$ cat config.mk
export PLATFORM = sky130hd
export DESIGN_NAME = serial_bit_feeder
export DESIGN_NICKNAME = d
export VERILOG_FILES = /design/src/rtl/serial_bit_feeder.sv
export SDC_FILE = /design/constraint.sdc
export NUM_CORES = 1
export LEC_CHECK = 0
export BUFFER_PORTS_ARGS = -buffer_cell sky130_fd_sc_hd__buf_2
export CAP_MARGIN = 5
export CORE_ASPECT_RATIO = 1.75
export CORE_MARGIN = 2
export CORE_UTILIZATION = 30
export CTS_BUF_LIST = sky130_fd_sc_hd__clkbuf_8
export CTS_CLUSTER_DIAMETER = 60
export DETAILED_ROUTE_END_ITERATION = 10
export RECOVER_POWER = 50
export SYNTH_ARGS = -nofsm -noshare
export SYNTH_HDL_FRONTEND = slang
export SYNTH_SLANG_ARGS = --single-unit
$ cat constraint.sdc
create_clock -name clk -period 4.4 [get_ports clk]
set_input_delay 0.44 -clock clk [delete_from_list [all_inputs] [get_ports clk]]
set_output_delay 0.44 -clock clk [all_outputs]
set_load 0.02 [all_outputs]
$ cat src/rtl/serial_bit_feeder.sv
// serial_bit_feeder: parallel-in, serial-out feeder for a serial sequence detector.
// Ports: clk/reset (sync, active-high); data_in/load_valid/load_ready word handshake;
//        dout/dout_valid registered serial stream; busy status; words_sent wrapping count.
// Latency: first bit is driven one edge after the accept edge. Back-to-back words stream
//          with no gap through a one-word holding register. load_ready is low while it is full.
module serial_bit_feeder #(
  parameter int WIDTH      = 8,
  parameter bit MSB_FIRST  = 1'b1,
  parameter bit IDLE_LEVEL = 1'b0
) (
  input  logic             clk,
  input  logic             reset,
  input  logic [WIDTH-1:0] data_in,
  input  logic             load_valid,
  output logic             load_ready,
  output logic             dout,
  output logic             dout_valid,
  output logic             busy,
  output logic [7:0]       words_sent
);

  localparam int           CW   = $clog2(WIDTH);
  localparam logic [CW-1:0] LAST = CW'(WIDTH - 1);

  typedef enum logic {IDLE, SHIFT} state_t;

  state_t           state;
  logic [WIDTH-1:0] hold;
  logic             hold_full;
  logic [WIDTH-1:0] shreg;
  logic [CW-1:0]    bit_cnt;

  logic             last_bit;
  logic             transfer;
  logic             accept;
  logic [WIDTH-1:0] shreg_nxt;

  // Bit that leaves first from a word aligned the way shreg holds it.
  function automatic logic out_bit(input logic [WIDTH-1:0] w);
    return MSB_FIRST ? w[WIDTH-1] : w[0];
  endfunction

  assign load_ready = !hold_full && !reset;
  assign accept     = load_valid && load_ready;
  assign last_bit   = (state == SHIFT) && (bit_cnt == LAST);
  // The held word moves into the shifter either from idle or exactly as the
  // current word's last bit is being driven, which gives the zero-gap stream.
  assign transfer   = hold_full && ((state == IDLE) || last_bit);
  assign busy       = (state == SHIFT) || hold_full;

  // Move the next bit into the output end of shreg.
  always_comb begin
    shreg_nxt = shreg;
    if (MSB_FIRST) begin
      shreg_nxt = {shreg[WIDTH-2:0], 1'b0};
    end else begin
      shreg_nxt = {1'b0, shreg[WIDTH-1:1]};
    end
  end

  always_ff @(posedge clk) begin
    if (reset) begin
      state      <= IDLE;
      hold       <= '0;
      hold_full  <= 1'b0;
      shreg      <= '0;
      bit_cnt    <= '0;
      dout       <= IDLE_LEVEL;
      dout_valid <= 1'b0;
      words_sent <= 8'd0;
    end else begin
      if (accept) begin
        hold      <= data_in;
        hold_full <= 1'b1;
      end else if (transfer) begin
        hold_full <= 1'b0;
      end

      if (last_bit) begin
        words_sent <= words_sent + 8'd1;
      end

      if (transfer) begin
        state      <= SHIFT;
        shreg      <= hold;
        bit_cnt    <= '0;
        dout       <= out_bit(hold);
        dout_valid <= 1'b1;
      end else if (state == SHIFT) begin
        if (last_bit) begin
          state      <= IDLE;
          bit_cnt    <= '0;
          dout       <= IDLE_LEVEL;
          dout_valid <= 1'b0;
        end else begin
          bit_cnt    <= bit_cnt + 1'b1;
          shreg      <= shreg_nxt;
          dout       <= out_bit(shreg_nxt);
          dout_valid <= 1'b1;
        end
      end
    end
  end

endmodule

==> results.md, run 1 <==
- The flow ran to the end, and the final reports show no timing, DRC or antenna violations.
- For the pin with the worst max-slew slack, the measured transition is 693 ps.
- The detailed-route vias per instance is 4.87.
- In this run the deepest clock path goes through 2 buffers.
- For this configuration, the core starts out at a cell density of 31.5%.
- The height of the die is 88.7 um.
- In the synthesized netlist, the cells that appear most often are sky130_fd_sc_hd__dfxtp_1 (30), sky130_fd_sc_hd__nand2_1 (20), sky130_fd_sc_hd__a21oi_1 (17).
- Setup slack on the worst reg-to-reg path comes out at 2690 ps.
- The clock sink count is 30.
- The via total after detailed routing is 1,017.
- Of all flip-flops after synthesis, the portion carrying an async set or reset was 0%.
- The share of layout cells above drive strength 1 is 11.2%.
- The post-placement cell area is 1360 um2.
- The accumulated negative setup slack is 0 ps.
- The finished cells cover 1420 um2.
- The clock reaches the later pin of the worst-skew pair after 270 ps.
- The count of distinct cell types in the synthesized netlist is 29.
- The sequential share of the synthesized area is 48.8%.
- TritonCTS built the clock tree.
- In this run the worst hold path is classified as in -> reg.
- The initial antenna violation count is 0.
- STA classifies the critical path startpoint as a flop.
- The final max-slew violation count was 0.
- The via count of the first global-routing pass was 940.
- After legalization and detailed placement, the total HPWL measured 1820 um.
- The total count of hold-check failures in the final report is 0.
- The repair_antennas step left the layout with diodes totalling 0.
- The worst-case headroom to the max-slew limit is 53.8%.
- The clock input transition at the sequential cells of the worst setup and hold paths is 60 ps.
- The number of maximum-capacitance constraint violations is 0.
- The number of flip-flops and latches in the synthesized netlist is 30.
- The number of CTS-inserted buffers is 5.
- The die is 52.4 um wide.
- The startpoint identified for the worst register-to-register timing path is bit_cnt[0]$_SDFFE_PP0P_.
- The logic depth of the worst register-to-register path is 5.
- After synthesis the cells add up to 1230 um2.
- The critical path data required time is 3960 ps.
- The post-placement setup slack is 2700 ps.
- The final layout net count is 175.
- The post-route core utilization is 36.4%.
- The floorplan has 30 rows.
- The worst-case IR drop observed on VDD is 189 uV.
- The end of the critical path is busy.
- Setup slack closes at 2520 ps.
- The setup path with the least slack is of type reg -> out.
- sky130_fd_sc_hd__dfxtp_1 is the most common cell in the netlist.
- The worst setup path is captured at an output pin.
- The level count of the clock H-tree is 2.
- Setup violations remaining at the end of the flow were counted as 0.
- The die covers 4650 um2.
- The count of synthesis-stage warnings from yosys is 0.
- The most critical setup path has its startpoint at hold_full$_SDFFE_PP0P_.
- The CTS root buffer is sky130_fd_sc_hd__clkbuf_8.
- The most used flip-flop cell after synthesis is sky130_fd_sc_hd__dfxtp_1.
- The largest fanout on the critical path is 17.
- Setup repair after global routing left no endpoint under its margin.
- The count of buffers inserted at the top-level ports is 22.
- In this run the static leakage power is 0.547 nW.
- The share of the synthesized area in the top cell type is 48.8%.
- Counting every net in the synthesized netlist gives 155.
- In the routed design, unresolved DRC markers number 0.
- By area the synthesized netlist is led by sky130_fd_sc_hd__dfxtp_1 (49%), sky130_fd_sc_hd__a21oi_1 (6.9%), sky130_fd_sc_hd__mux2i_1 (6.5%).
- The worst-case hold slack is 406 ps.
- The shortest clock period the worst path allows after layout is 1880 ps.
- Global routing consumed, over all layers together, 12.1% of the routing resources.
- Once detail routing completed, the nets flagged for antenna violations numbered 0.
- The post-CTS setup buffer count is 0.
- The count of cells resized by post-cts repair is 0.
- The total wirelength of the detailed-routed design is 2480 um.
- The per-cell routed wire length is 11.9 um.
- After layout, the worst path uses 42.8% of the clock period.
- Timing would allow up to 532 MHz.
- The power density over cell area is 379 nW/um2.
- Entering global routing, the biggest net connects 32 pins.
- Relative to the synthesized area, the layout overhead comes to 15.7%.
- The first global-routing pass estimated 4170 um of wire.
- After the first detailed-routing iteration, the DRC count stood at 21.
- The number of optimization iterations in the first detailed-route pass is 4.
- Buffers inserted to repair hold after CTS numbered 0.
- The post-synthesis area per instance is 8.72 um2.
- The library cell occupying the most area in the post-synthesis netlist is sky130_fd_sc_hd__dfxtp_1.
- The number of inserted filler cells in the final layout is 423.
- The number of enable flip-flop cells after synthesis is 0.
- The synthesized instance count is 141.
- For the worst setup path, the data arrival time is 1440 ps.
- The placeable core area is 3900 um2.
- Across the routed clock network, the largest skew measured is 5.52 ps.
- The endpoint identified for the worst register-to-register timing path is words_sent[7]$_SDFFE_PP0P_.
- The congestion estimate from routability-driven global placement came to 0.770.
- The count of boundary I/O pins is 23.
- The leftover overflow at the end of global routing is 0.
## where the power goes
| group | internal [mW] | switching, mW | leakage, nW | total [mW] |
|---|---|---|---|---|
| Sequential | 0.285 | 0.0128 | 0.245 | 0.298 |
| Clock | 0.104 | 0.0899 | 0.0466 | 0.194 |
| Combinational | 0.0196 | 0.0278 | 0.256 | 0.0474 |
## registers in the layout, summed over array words and instances (netlist names)
signal / flops
bit_cnt: 3
dout: 1
dout_valid: 1
hold: 8
hold_full: 1
shreg: 7
state: 1
words_sent: 8
## routing by layer
metal  GRT usage [%]  wire length [um]
met2            20.5              1320
met1            13.2              1010
met5               0                 0
met3            4.05                99
met4            6.29                55
## critical path, stage by stage, from the launching register on
cell                      delay, ps
sky130_fd_sc_hd__dfxtp_1        770
sky130_fd_sc_hd__nor2_1         160
sky130_fd_sc_hd__inv_1           90
sky130_fd_sc_hd__buf_2          160
## kinds of logic after synthesis
kind of cell | count (synthesis) | synth area share, %
AOI/OAI and AO/OA | 34 | 16.3
xor gates and xnor gates | 2 | 1.42
adders and majority gates | 3 | 3.05
buffers and inverters | 13 | 4.58
DFF | 30 | 48.8
muxes | 8 | 6.51
and+or+nand+nor | 51 | 19.3
## worst min-delay path by stage
stage                               from              endpoint  slack [ps]  cells after the start
finish                        data_in[2]  hold[2]$_SDFFE_PP0P_         410                      3
global route                  data_in[0]  hold[0]$_SDFFE_PP0P_         390                      3
CTS                           data_in[2]  hold[2]$_SDFFE_PP0P_         390                      3
detailed placement  hold[5]$_SDFFE_PP0P_  hold[5]$_SDFFE_PP0P_         450                      2
global placement    hold[0]$_SDFFE_PP0P_  hold[0]$_SDFFE_PP0P_         450                      2
floorplan           hold[0]$_SDFFE_PP0P_  hold[0]$_SDFFE_PP0P_         440                      2
## area by class of cell
class / instances / area, um2 / area share (%)
Inverter: 4 / 15.0 / 1.06
Timing Repair Buffer: 22 / 97.6 / 6.86
Clock inverter: 2 / 7.51 / 0.528
Sequential cell: 30 / 601 / 42.2
Tap cell: 48 / 60.1 / 4.22
Multi-Input combinational cell: 98 / 573 / 40.3
Clock buffer: 5 / 68.8 / 4.84
## cells in the final DEF (no fill, tap or decap), drive strengths merged
master,count
nand3,3
xor2,1
inv,6
o31ai,1
nor2b,1
or3,4
clkbuf,15
nor3,2
a22oi,1
o21bai,1
nand2,20
a32oi,1
nor2,14
nand4,2
dfxtp,30
and2b,1
a211oi,7
o21ai,5
xnor2,1
nand2b,2
a21oi,17
ha,3
buf,12
a31oi,1
mux2i,8
or4,1
nor3b,1
## per-stage QoR
stage	std cells	total power, mW
2_1_floorplan	141	0.338
3_3_place_gp	202	0.350
3_5_place_dp	202	0.352
4_1_cts	209	0.549
5_1_grt	209	0.571
6_report	209	0.539
Note: power is estimated with default switching activity, not from simulation.
==> run 2, diff against run 1 <==
clock period = 1.6 ns   (was 4.4 ns; I/O delays follow)
==> run 2 against run 1 <==
Compared with the run above: routed wire length grew 6.8%; register-to-register slack lost 2600 ps; clock skew grew 1.8 ps; die area is the same; via count grew 5.2%; clock power grew to 3.2 times the previous value; flip-flop and latch count is the same; setup slack lost 2400 ps; first-iteration DRC count shrank 29%; final cell count grew 2.9%.
==> results.md, run 2 (synthesis results as in run 1) <==
- The number of standard cells in the layout, taps in and fillers out is 215 (+2.9%).
- The most common cell after layout, fill and taps aside is sky130_fd_sc_hd__dfxtp_1.
- The post-placement cell area was 1400 um2 (+2.8%).
- The initial core utilization came to 31.5% (unchanged).
- Among all stages on the critical path, the largest delay is contributed by sky130_fd_sc_hd__dfxtp_1.
- The placement row count is 30 (unchanged).
- The number of maximum-capacitance constraint violations was 0 (unchanged).
- In this run the worst hold path is classified as in -> reg.
- The slew at the pin closest to its max-slew limit is 542 ps (-151 ps).
- The worst path setup slack after routing is 84.3 ps (-2430 ps).
- The leftover overflow at the end of global routing is 0 (unchanged).
- The largest fanout on the critical path is 5 (-12).
- The clock tree buffer depth is 2 (unchanged).
- The height of the die is 88.7 um (unchanged).
- The final max-slew violation count came to 0 (unchanged).
- The weighted congestion at the end of routability-driven global placement is 0.810 (+5.2%).
- The share of layout cells above drive strength 1 came to 16.8% (+5.6 points).
- The post-route total power is 1.57 mW (+190%).
- In the layout the commonest cells are sky130_fd_sc_hd__dfxtp_1 (30), sky130_fd_sc_hd__nand2_1 (20), sky130_fd_sc_hd__a21oi_1 (17), sky130_fd_sc_hd__nor2_1 (14), sky130_fd_sc_hd__buf_2 (12).
- The overall die area is 4650 um2 (unchanged).
- The cell family contributing the most delay on the critical path is adder cells.
- The critical path goes through ha_2 > ha_4 > buf_4 > and2b_1 > a32oi_1 > a211oi_1.
- The pin count of the biggest net entering global routing is 32 (unchanged).
- The clock input transition at the sequential cells of the worst setup and hold paths was 60 ps (about the same).
- The via count of the first global-routing pass is 1,028 (+9.4%).
- The post-CTS setup buffer count is 0 (unchanged).
- The total wirelength of the detailed-routed design was 2650 um (+6.8%).
- Counting I/O delays and the setup requirement, the final critical path takes 1520 ps.
- The detailed-route vias per instance was 4.98 (+2.3%).
- The total DRC errors in the routed layout was 0 (unchanged).
- The violation count after the first detailed-routing iteration is 15 (-29%).
- The sum of buffers and inverters on the critical path came to 1 (-1).
- The post-placement setup slack came to -22.9 ps (-2730 ps).
- The worst-case headroom to the max-slew limit is 63.9% (+10 points).
- The latest clock arrival within the worst-skew pair was 280 ps (about the same).
- The clock sink count is 30 (unchanged).
- The count of boundary I/O pins is 23 (unchanged).
- The initial antenna violation count is 0 (unchanged).
- The overall track demand over capacity in global routing is 12.4% (+0.21 points).
- The worst IR drop on VDD is 794 uV (+320%).
- The final standard cell area without fillers is 1500 um2 (+5.5%).
- The HPWL after detailed placement is 1960 um (+7.7%).
- The total count of hold-check failures in the final report is 0 (unchanged).
- The reported leakage power is 0.578 nW (+5.7%).
- The largest registers in the layout are hold: 8 flops, words_sent: 8 flops, shreg: 7 flops.
- In this run the clock root is driven by a sky130_fd_sc_hd__clkbuf_8.
- The power density over cell area is 1050 nW/um2 (+180%).
- By startpoint and endpoint, the worst setup path is classified as reg -> reg.
- The number of nets with antenna violations after detailed routing came to 0 (unchanged).
- TritonCTS built the clock tree.
- The final layout net count is 180 (+2.9%).
- The final critical-path share of the clock period is 94.7%.
- The count of endpoints failing setup in the final report is 0 (unchanged).
- The level count of the clock H-tree came to 2 (unchanged).
- The accumulated negative setup slack came to 0 ps (unchanged).
- For this run, the top clock speed supported by timing is 660 MHz.
- The longest individual stage delay on the worst path is 320 ps (-450 ps).
- The width of the die came to 52.4 um (unchanged).
- The post-route core utilization is 38.5% (+2.0 points).
- The worst setup path is captured at a flop.
- The signed area change from the synthesized netlist to the final layout is 22.1%.
- The arrival time of the worst setup path is 1710 ps (+270 ps).
- The worst-case hold slack is 113 ps (-293 ps).
- The number of inserted filler cells in the final layout came to 432 (+2.1%).
- The number of CTS-inserted buffers is 5 (unchanged).
- The final worst clock skew was 7.28 ps (+1.77 ps).
- Setup repair after global routing left no endpoint under its margin.
- The wire length of the first global-routing pass is 4200 um (+0.84%).
- The number of optimization iterations in the first detailed-route pass is 6 (+2).
- The run finished with clean final reports.
- The number of inserted diodes came to 0 (unchanged).
- The element type at the critical path start is a flop.
- The placeable core area is 3900 um2 (unchanged).
- The count of buffers inserted at the top-level ports is 22 (unchanged).
- The placed cell count is 207 (+2.5%).
- The critical path data required time is 1790 ps (-2170 ps).
- The quantity of hold-fixing buffers added after cts is 0 (unchanged).
- The via total after detailed routing was 1,070 (+5.2%).
- The per-cell routed wire length was 12.3 um (+3.8%).
## run 2: final cells by class
type,count,area [um2],area share [%]
clock buffers,6,82.6,5.50
clock inverters,2,8.76,0.583
inverters,4,15.0,1.00
multi-input cells,98,599,39.9
flip-flops and latches,30,601,40.0
well taps,48,60.1,4.00
repair buffers,27,135,9.00
## run 2: worst paths after layout
check,startpoint,endpoint,slack [ps],depth (start not counted)
max,bit_cnt[0]$_SDFFE_PP0P_,dout$_SDFFE_PP0P_,80,6
min,data_in[0],hold[0]$_SDFFE_PP0P_,110,3
max reg2reg,bit_cnt[0]$_SDFFE_PP0P_,dout$_SDFFE_PP0P_,80,6
min reg2reg,hold[5]$_SDFFE_PP0P_,hold[5]$_SDFFE_PP0P_,460,2
## run 2: power by group
group | switching [mW] | internal (mW) | leakage, nW
Sequential | 0.0308 | 0.785 | 0.245
Combinational | 0.0846 | 0.0627 | 0.281
Clock | 0.272 | 0.340 | 0.0524
Total | 0.388 | 1.19 | 0.578
## run 2: repair_timing
item | 4_1_cts | 5_1_grt
endpoints found under the setup margin | 2 | 10
resized for setup | 2 | 4
gates cloned | 0 | 0
## run 2: routing by layer
layer	wire [um]	track usage (%)	up-vias
li1	-	-	541
met1	1020	11.1	505
met5	0	0	-
met3	100	3.55	6
met4	70	8.62	0
met2	1460	22.6	18
## run 2: worst reg2reg max path, delay by kind of cell, from the launching register on
kind | cells | cell delay (ps)
AND/OR/NAND/NOR | 1 | 270
flip-flops | 1 | 320
adder cells (fa/ha/maj) | 2 | 380
buffers and inverters | 1 | 140
AO/OA/AOI/OAI | 2 | 310
